`config.mk`:
```
export PLATFORM = sky130hd
export DESIGN_NAME = mem_stage
export DESIGN_NICKNAME = d
export VERILOG_FILES = /design/src/rtl/mem_stage_pkg.sv /design/src/rtl/mem_stage_fmt.sv /design/src/rtl/mem_stage.sv
export SDC_FILE = /design/constraint.sdc
export NUM_CORES = 1
export LEC_CHECK = 0
export CAP_MARGIN = 0
export CORE_MARGIN = 1.5
export CORE_UTILIZATION = 43
export DETAILED_ROUTE_END_ITERATION = 16
export GPL_TIMING_DRIVEN = 0
export PLACE_DENSITY = 0.82
export SETUP_SLACK_MARGIN = 0.1
export SLEW_MARGIN = 25
export SYNTH_ARGS = -nofsm -noshare
export SYNTH_HDL_FRONTEND = slang
export SYNTH_SLANG_ARGS = --single-unit
```
`constraint.sdc`:
```
create_clock -name clk -period 2.15 [get_ports clk]
set_input_delay 0.43 -clock clk [delete_from_list [all_inputs] [get_ports clk]]
set_output_delay 0.43 -clock clk [all_outputs]
set_load 0.05 [all_outputs]
```
`src/rtl/mem_stage_pkg.sv`:
```
// Shared encodings for the memory-access stage: access sizes, FSM states and
// the byte-lane size mask used for stores.
package mem_stage_pkg;

  localparam int MEM_BUS = 64;

  // funct3 access size/sign encodings
  localparam logic [2:0] MEM_B  = 3'b000;
  localparam logic [2:0] MEM_H  = 3'b001;
  localparam logic [2:0] MEM_W  = 3'b010;
  localparam logic [2:0] MEM_D  = 3'b011;
  localparam logic [2:0] MEM_BU = 3'b100;
  localparam logic [2:0] MEM_HU = 3'b101;
  localparam logic [2:0] MEM_WU = 3'b110;

  // FSM state encodings
  localparam logic [1:0] ST_IDLE = 2'b00;
  localparam logic [1:0] ST_REQ  = 2'b01;
  localparam logic [1:0] ST_RESP = 2'b10;
  localparam logic [1:0] ST_OUT  = 2'b11;

  // Unshifted byte-lane enables for an access of the given size
  function automatic logic [7:0] size_mask(input logic [2:0] funct3);
    case (funct3)
      MEM_B, MEM_BU: size_mask = 8'h01;
      MEM_H, MEM_HU: size_mask = 8'h03;
      MEM_W, MEM_WU: size_mask = 8'h0F;
      MEM_D:         size_mask = 8'hFF;
      default:       size_mask = 8'h00;
    endcase
  endfunction

endpackage

```
`src/rtl/mem_stage_fmt.sv`:
```
// Combinational formatting for the memory stage: request address/lane shaping
// and legality check on the incoming op, plus load-beat alignment/extension
// using the size and offset latched when the load was accepted.
module mem_stage_fmt
  import mem_stage_pkg::*;
(
  input  logic [MEM_BUS-1:0] i_addr,
  input  logic [2:0]         i_funct3,
  input  logic               i_mem_rd,
  input  logic               i_mem_wr,
  input  logic [MEM_BUS-1:0] i_wdata,
  input  logic [2:0]         i_ld_funct3,
  input  logic [2:0]         i_ld_sh,
  input  logic [MEM_BUS-1:0] i_rdata,
  output logic [MEM_BUS-1:0] o_req_addr,
  output logic [MEM_BUS-1:0] o_req_wdata,
  output logic [7:0]         o_req_wmask,
  output logic               o_exc,
  output logic [MEM_BUS-1:0] o_ld_data
);

  logic [2:0]         w_sh;
  logic               w_misaligned;
  logic               w_illegal;
  logic [MEM_BUS-1:0] w_ld_shift;

  assign w_sh        = i_addr[2:0];
  assign o_req_addr  = {i_addr[MEM_BUS-1:3], 3'b000};
  assign o_req_wmask = i_mem_wr ? (size_mask(i_funct3) << w_sh) : 8'h00;
  assign o_req_wdata = i_wdata << {w_sh, 3'b000};

  // Natural alignment required for the access size (bytes never misalign)
  always_comb begin
    w_misaligned = 1'b0;
    case (i_funct3[1:0])
      2'b01:   w_misaligned = i_addr[0];
      2'b10:   w_misaligned = |i_addr[1:0];
      2'b11:   w_misaligned = |i_addr[2:0];
      default: w_misaligned = 1'b0;
    endcase
  end

  assign w_illegal = (i_mem_rd && i_mem_wr) ||
                     (i_mem_rd && (i_funct3 == 3'b111)) ||
                     (i_mem_wr && i_funct3[2]);
  assign o_exc     = (i_mem_rd || i_mem_wr) && (w_illegal || w_misaligned);

  assign w_ld_shift = i_rdata >> {i_ld_sh, 3'b000};

  // Truncate the lane-aligned beat to the access size, then sign/zero extend
  always_comb begin
    case (i_ld_funct3)
      MEM_B:   o_ld_data = {{56{w_ld_shift[7]}},  w_ld_shift[7:0]};
      MEM_H:   o_ld_data = {{48{w_ld_shift[15]}}, w_ld_shift[15:0]};
      MEM_W:   o_ld_data = {{32{w_ld_shift[31]}}, w_ld_shift[31:0]};
      MEM_BU:  o_ld_data = {56'd0, w_ld_shift[7:0]};
      MEM_HU:  o_ld_data = {48'd0, w_ld_shift[15:0]};
      MEM_WU:  o_ld_data = {32'd0, w_ld_shift[31:0]};
      default: o_ld_data = w_ld_shift;
    endcase
  end

endmodule

```
`src/rtl/mem_stage.sv`:
```
// Memory-access stage of the RV64 pipeline: FSM, payload registers and the
// execute/memory/writeback handshakes. Non-memory ops take one register stage.
module mem_stage
  import mem_stage_pkg::*;
#(
  parameter int XLEN      = 64,
  parameter int MEM_BYTES = XLEN / 8
) (
  input  logic                 clk,
  input  logic                 rst,
  input  logic                 in_valid,
  output logic                 in_ready,
  input  logic                 in_mem_rd,
  input  logic                 in_mem_wr,
  input  logic [2:0]           in_funct3,
  input  logic [XLEN-1:0]      in_rd_data,
  input  logic [XLEN-1:0]      in_wdata,
  input  logic [4:0]           in_rd_addr,
  input  logic                 in_rd_wena,
  output logic                 mem_req_valid,
  input  logic                 mem_req_ready,
  output logic [XLEN-1:0]      mem_req_addr,
  output logic                 mem_req_wen,
  output logic [XLEN-1:0]      mem_req_wdata,
  output logic [MEM_BYTES-1:0] mem_req_wmask,
  input  logic                 mem_resp_valid,
  input  logic [XLEN-1:0]      mem_resp_rdata,
  output logic                 out_valid,
  input  logic                 out_ready,
  output logic [XLEN-1:0]      out_rd_data,
  output logic [4:0]           out_rd_addr,
  output logic                 out_rd_wena,
  output logic                 out_exc
);

  logic [1:0]           r_state;
  logic [XLEN-1:0]      r_req_addr;
  logic [XLEN-1:0]      r_req_wdata;
  logic [MEM_BYTES-1:0] r_req_wmask;
  logic                 r_req_wen;
  logic [2:0]           r_ld_funct3;
  logic [2:0]           r_ld_sh;
  logic                 r_rd_wena;
  logic [XLEN-1:0]      r_out_data;
  logic [4:0]           r_out_addr;
  logic                 r_out_wena;
  logic                 r_out_exc;

  logic                 w_accept;
  logic                 w_is_mem;
  logic                 w_in_req;
  logic [XLEN-1:0]      w_req_addr;
  logic [XLEN-1:0]      w_req_wdata;
  logic [MEM_BYTES-1:0] w_req_wmask;
  logic                 w_exc;
  logic [XLEN-1:0]      w_ld_data;

  mem_stage_fmt u_fmt (
    .i_addr      (in_rd_data),
    .i_funct3    (in_funct3),
    .i_mem_rd    (in_mem_rd),
    .i_mem_wr    (in_mem_wr),
    .i_wdata     (in_wdata),
    .i_ld_funct3 (r_ld_funct3),
    .i_ld_sh     (r_ld_sh),
    .i_rdata     (mem_resp_rdata),
    .o_req_addr  (w_req_addr),
    .o_req_wdata (w_req_wdata),
    .o_req_wmask (w_req_wmask),
    .o_exc       (w_exc),
    .o_ld_data   (w_ld_data)
  );

  // in_ready is forced low while reset is held even though the state is IDLE
  assign in_ready = rst && ((r_state == ST_IDLE) || ((r_state == ST_OUT) && out_ready));
  assign w_accept = in_valid && in_ready;
  assign w_is_mem = in_mem_rd || in_mem_wr;
  assign w_in_req = (r_state == ST_REQ);

  assign mem_req_valid = w_in_req;
  assign mem_req_addr  = w_in_req ? r_req_addr  : '0;
  assign mem_req_wen   = w_in_req && r_req_wen;
  assign mem_req_wdata = w_in_req ? r_req_wdata : '0;
  assign mem_req_wmask = w_in_req ? r_req_wmask : '0;

  assign out_valid   = (r_state == ST_OUT);
  assign out_rd_data = r_out_data;
  assign out_rd_addr = r_out_addr;
  assign out_rd_wena = r_out_wena;
  assign out_exc     = r_out_exc;

  // FSM and payload capture; an accept in OUT replaces the handed-off payload
  always_ff @(posedge clk or negedge rst) begin
    if (!rst) begin
      r_state     <= ST_IDLE;
      r_req_addr  <= '0;
      r_req_wdata <= '0;
      r_req_wmask <= '0;
      r_req_wen   <= 1'b0;
      r_ld_funct3 <= 3'b000;
      r_ld_sh     <= 3'b000;
      r_rd_wena   <= 1'b0;
      r_out_data  <= '0;
      r_out_addr  <= 5'd0;
      r_out_wena  <= 1'b0;
      r_out_exc   <= 1'b0;
    end else if (w_accept) begin
      r_req_addr  <= w_req_addr;
      r_req_wdata <= w_req_wdata;
      r_req_wmask <= w_req_wmask;
      r_req_wen   <= in_mem_wr;
      r_ld_funct3 <= in_funct3;
      r_ld_sh     <= in_rd_data[2:0];
      r_rd_wena   <= in_rd_wena && (in_rd_addr != 5'd0) && !in_mem_wr;
      r_out_addr  <= in_rd_addr;
      if (!w_is_mem) begin
        r_state    <= ST_OUT;
        r_out_data <= in_rd_data;
        r_out_wena <= in_rd_wena && (in_rd_addr != 5'd0);
        r_out_exc  <= 1'b0;
      end else if (w_exc) begin
        r_state    <= ST_OUT;
        r_out_data <= '0;
        r_out_wena <= 1'b0;
        r_out_exc  <= 1'b1;
      end else begin
        r_state    <= ST_REQ;
      end
    end else begin
      case (r_state)
        ST_REQ: begin
          if (mem_req_ready) r_state <= ST_RESP;
        end
        ST_RESP: begin
          if (mem_resp_valid) begin
            r_state    <= ST_OUT;
            r_out_data <= r_req_wen ? '0 : w_ld_data;
            r_out_wena <= r_rd_wena;
            r_out_exc  <= 1'b0;
          end
        end
        ST_OUT: begin
          if (out_ready) r_state <= ST_IDLE;
        end
        default: r_state <= ST_IDLE;
      endcase
    end
  end

endmodule

```
==> impl_metrics.yaml <==
outcome:
  status: "finished, violations left"
  failed_checks: "negative setup slack"
global_route:
  first_global_vias: 14100
  grt-ovfl-total: 0
  grt_pass1_wl_mm: 89.4
  grt_max_degree: 96
  antenna_found_initial: 5
  grtUsageTotal: 0.378
critical_path:
  crit_fanout: 6
  crit_buf_inv: 5
  worstSetupPathType: "flip-flop to output port"
  timing.rr.end: "out_rd_data[0]"
  path_depth: 7
  ff2ff_setup_slack_ns: -0.27
  reg2reg_depth: 10
  reg2reg_from: "r_state[0]"
  worst_setup_path_end_kind: "output port"
  timing.critical_path.mode_cell: "clkbuf_16"
  startpoint: "r_state[1]"
  worst_ep_arrival_time_ns: 2.08
  path_cells: "inv_2, ha_4, clkbuf_16, clkbuf_16, clkbuf_16, and2_4, buf_8"
  crit_required_ns: 1.72
  crit_end: "mem_req_wdata[30]"
  start_kind: "flip-flop"
  path_delay_family: "buffers and inverters"
  slowest_delay_ns: 0.43
  cp_slowest_cell: "dfrtp_2"
power:
  p_leak_nw: 9.34
  power_frac_seq: 0.239
  combPwrFrac: 0.611
  power.switching_mw: 12.9
  vdd_drop_max_v: 0.000788
  p_int_mw: 15.8
  power_density_mw_per_mm2: 1360
  swShare: 0.449
  clkPwrFrac: 0.150
synthesis:
  async_flop_share: 1.00
  ys_types: 57
  ys.flop_type: "dfrtp_1"
  synth_area_per_cell_um2: 9.18
  syn_area_mm2: 0.0133
  synth-edff-count: 0
  synth-seq-cells: 214
  ys_warn_count: 0
  netlist_instances: 1446
  yosysSeqAreaShare: 0.404
sta:
  rsz0062_at_grt: "true"
  fin_crit_sh: 1.17
  tightest_slew_ns: 0.927
  fin_setup_tns_ns: -53.17
  fmax_ghz: 0.399
  min_period_ns: 2.51
  fin_skew_ns: 0.0139
  finalHoldViolations: 0
  slew_violations: 0
  relSlewSlack: 0.375
  fin_ws_ns: -0.357
  setup_viol: 306
clocking:
  clock-root-buffer: "clkbuf_16"
  h-tree-depth: 1
  cts_tree: "done"
  path_clk_slew_ns: 0.06
  clock_path_buffers: 3
  cts_sinks: 214
  insertion_delay_ns: 0.54
  numCtsBuffers: 25
drt:
  wl_per_cell_um: 26.6
  antenna_left: 0
  dr.pass1.iters: 8
  wl_mm: 62.7
  drt_drc_violations_left: 0
  dr_total_vias: 14300
  vias_per_cell: 6.06
  drt_iter0_markers: 1446
cells_and_area:
  layout.cells.most_common: "nand2_1"
  layout_common_cells: "nand2_1, clkdlybuf4s50_1, dfrtp_1, buf_8, and2_4"
  area.growth.synth_to_final_pct: 58.5
  fillers: 2253
  nets: 2152
  drive_gt1_frac: 0.270
floorplanning:
  die_h_um: 179
  fp.dieW_um: 179
  ios: 420
  dieArea_mm2: 0.0319
  rows: 64
  initial_utilization: 0.435
  core_mm2: 0.0305
placement:
  place_ws_ns: -1.33
  hpwl_mm: 46.2
  io_buffers: 411
  gp_congestion: 0.974
min_path:
  hp-class: "input port to asynchronous set/reset pin"
flow_run:
  maxCapViolations: 0
through the flow:
stage	instance area, um^2	instances	hold slack (ns)	util	total power, mW
after CTS	20400	2335	0.0230	0.670	27.4
after global placement	18100	2255	0.450	0.594	21.0
after global routing	21000	2355	0.0265	0.689	29.7
after detailed placement	18200	2258	0.329	0.596	21.2
final	21000	2356	0.0115	0.689	28.6
after floorplan	13500	1448	0.134	-	16.2
cell families after synthesis:
group	share of synthesized area
mux	0.148
other cells	0.000283
simple gates	0.225
flops	0.404
buf+inv	0.0487
fa+ha+maj	0.00377
compound gates	0.171
state kept, by name, indices dropped and copies added, names as in the netlist, 2 cells and up:
| name | count |
|---|---|
| out_rd_data | 64 |
| r_req_wdata | 64 |
| r_req_addr | 61 |
| r_req_wmask | 8 |
| out_rd_addr | 5 |
| r_ld_funct3 | 3 |
| r_ld_sh | 3 |
| r_state | 2 |
layout make-up:
class,instances,area [um^2],share of cell area
Antenna cell,4,10.0,0.000476
Buffer,134,1110,0.0526
Clock buffer,33,686,0.0326
Clock inverter,11,119,0.00565
Inverter,9,38.8,0.00184
Multi-Input combinational cell,1089,7750,0.368
Sequential cell,214,5360,0.255
Tap cell,396,495,0.0236
Timing Repair Buffer,466,5470,0.260
how the worst min path moves through the flow:
stage | start | endpoint | slack, ns | cells after the start
after floorplan | rst | out_exc | 0.13 | 0
after global placement | r_req_addr[25] | r_req_addr[25] | 0.45 | 2
after detailed placement | rst | r_req_addr[49] | 0.33 | 1
after CTS | rst | r_req_wdata[31] | 0.02 | 3
after global routing | rst | r_req_wdata[30] | 0.03 | 3
final | rst | r_req_wdata[31] | 0.01 | 3
worst reg2reg max path, delay by kind of cell (launching register included):
kind	cells	cell delay (ns)
and+or+nand+nor	2	0.45
muxes	1	0.33
AOI/OAI and AO/OA	2	0.30
DFF	1	0.45
buffers and inverters	4	0.63
adders and majority gates	1	0.14
cells in the mapped netlist (3+ instances only):
cell type,instances,share of area
nand4_1,4,0.0019
nand2_1,332,0.094
nor2b_1,23,0.011
o41ai_1,10,0.0066
o22ai_1,3,0.0014
o221ai_1,8,0.0053
or2_1,5,0.0024
buf_4,6,0.0034
ha_1,4,0.0038
o21ai_0,59,0.022
clkbuf_1,88,0.025
nand3_1,3,0.0011
nor2_1,43,0.012
buf_6,6,0.0051
nand2b_1,22,0.010
a22o_1,27,0.018
a31oi_1,24,0.011
a221o_1,55,0.041
or3_1,4,0.0019
nor3_1,5,0.0019
a211oi_1,26,0.015
or2_2,3,0.0014
a31o_2,7,0.0046
or2_0,4,0.0019
or4_1,3,0.0017
inv_1,7,0.0020
dfrtp_1,214,0.40
buf_1,9,0.0025
and2_1,168,0.079
o2bb2ai_1,15,0.0099
mux4_2,37,0.063
mux2_2,17,0.014
mux2i_1,89,0.067
buf_2,27,0.010
o21a_1,8,0.0045
a21oi_1,54,0.020
layer usage:
| metal | GRT usage | up-vias | share of wire |
|---|---|---|---|
| met2 | 0.620 | 986 | 0.47 |
| met4 | 0.197 | 4 | 0.066 |
| li1 | - | 6088 | - |
| met5 | 0 | - | 0.00037 |
| met3 | 0.0978 | 246 | 0.11 |
| met1 | 0.458 | 6965 | 0.36 |
power groups by stage:
stage	logic [mW]	clock network (mW)	registers (mW)
floorplan	8.22	0	7.95
global placement	14.3	0	6.69
detailed placement	14.5	0	6.76
CTS	16.3	4.28	6.75
global route	18.3	4.46	6.96
finish	17.5	4.29	6.83
timing repair:
action	in CTS	in global routing
hold buffers	5	0
hold endpoints to repair	33	0
pin swaps	8	5
buffers inserted	20	12
setup endpoints to repair	422	422
gates resized for setup	1186	144
gates cloned	9	6
Note: power is estimated with default switching activity, not from simulation.
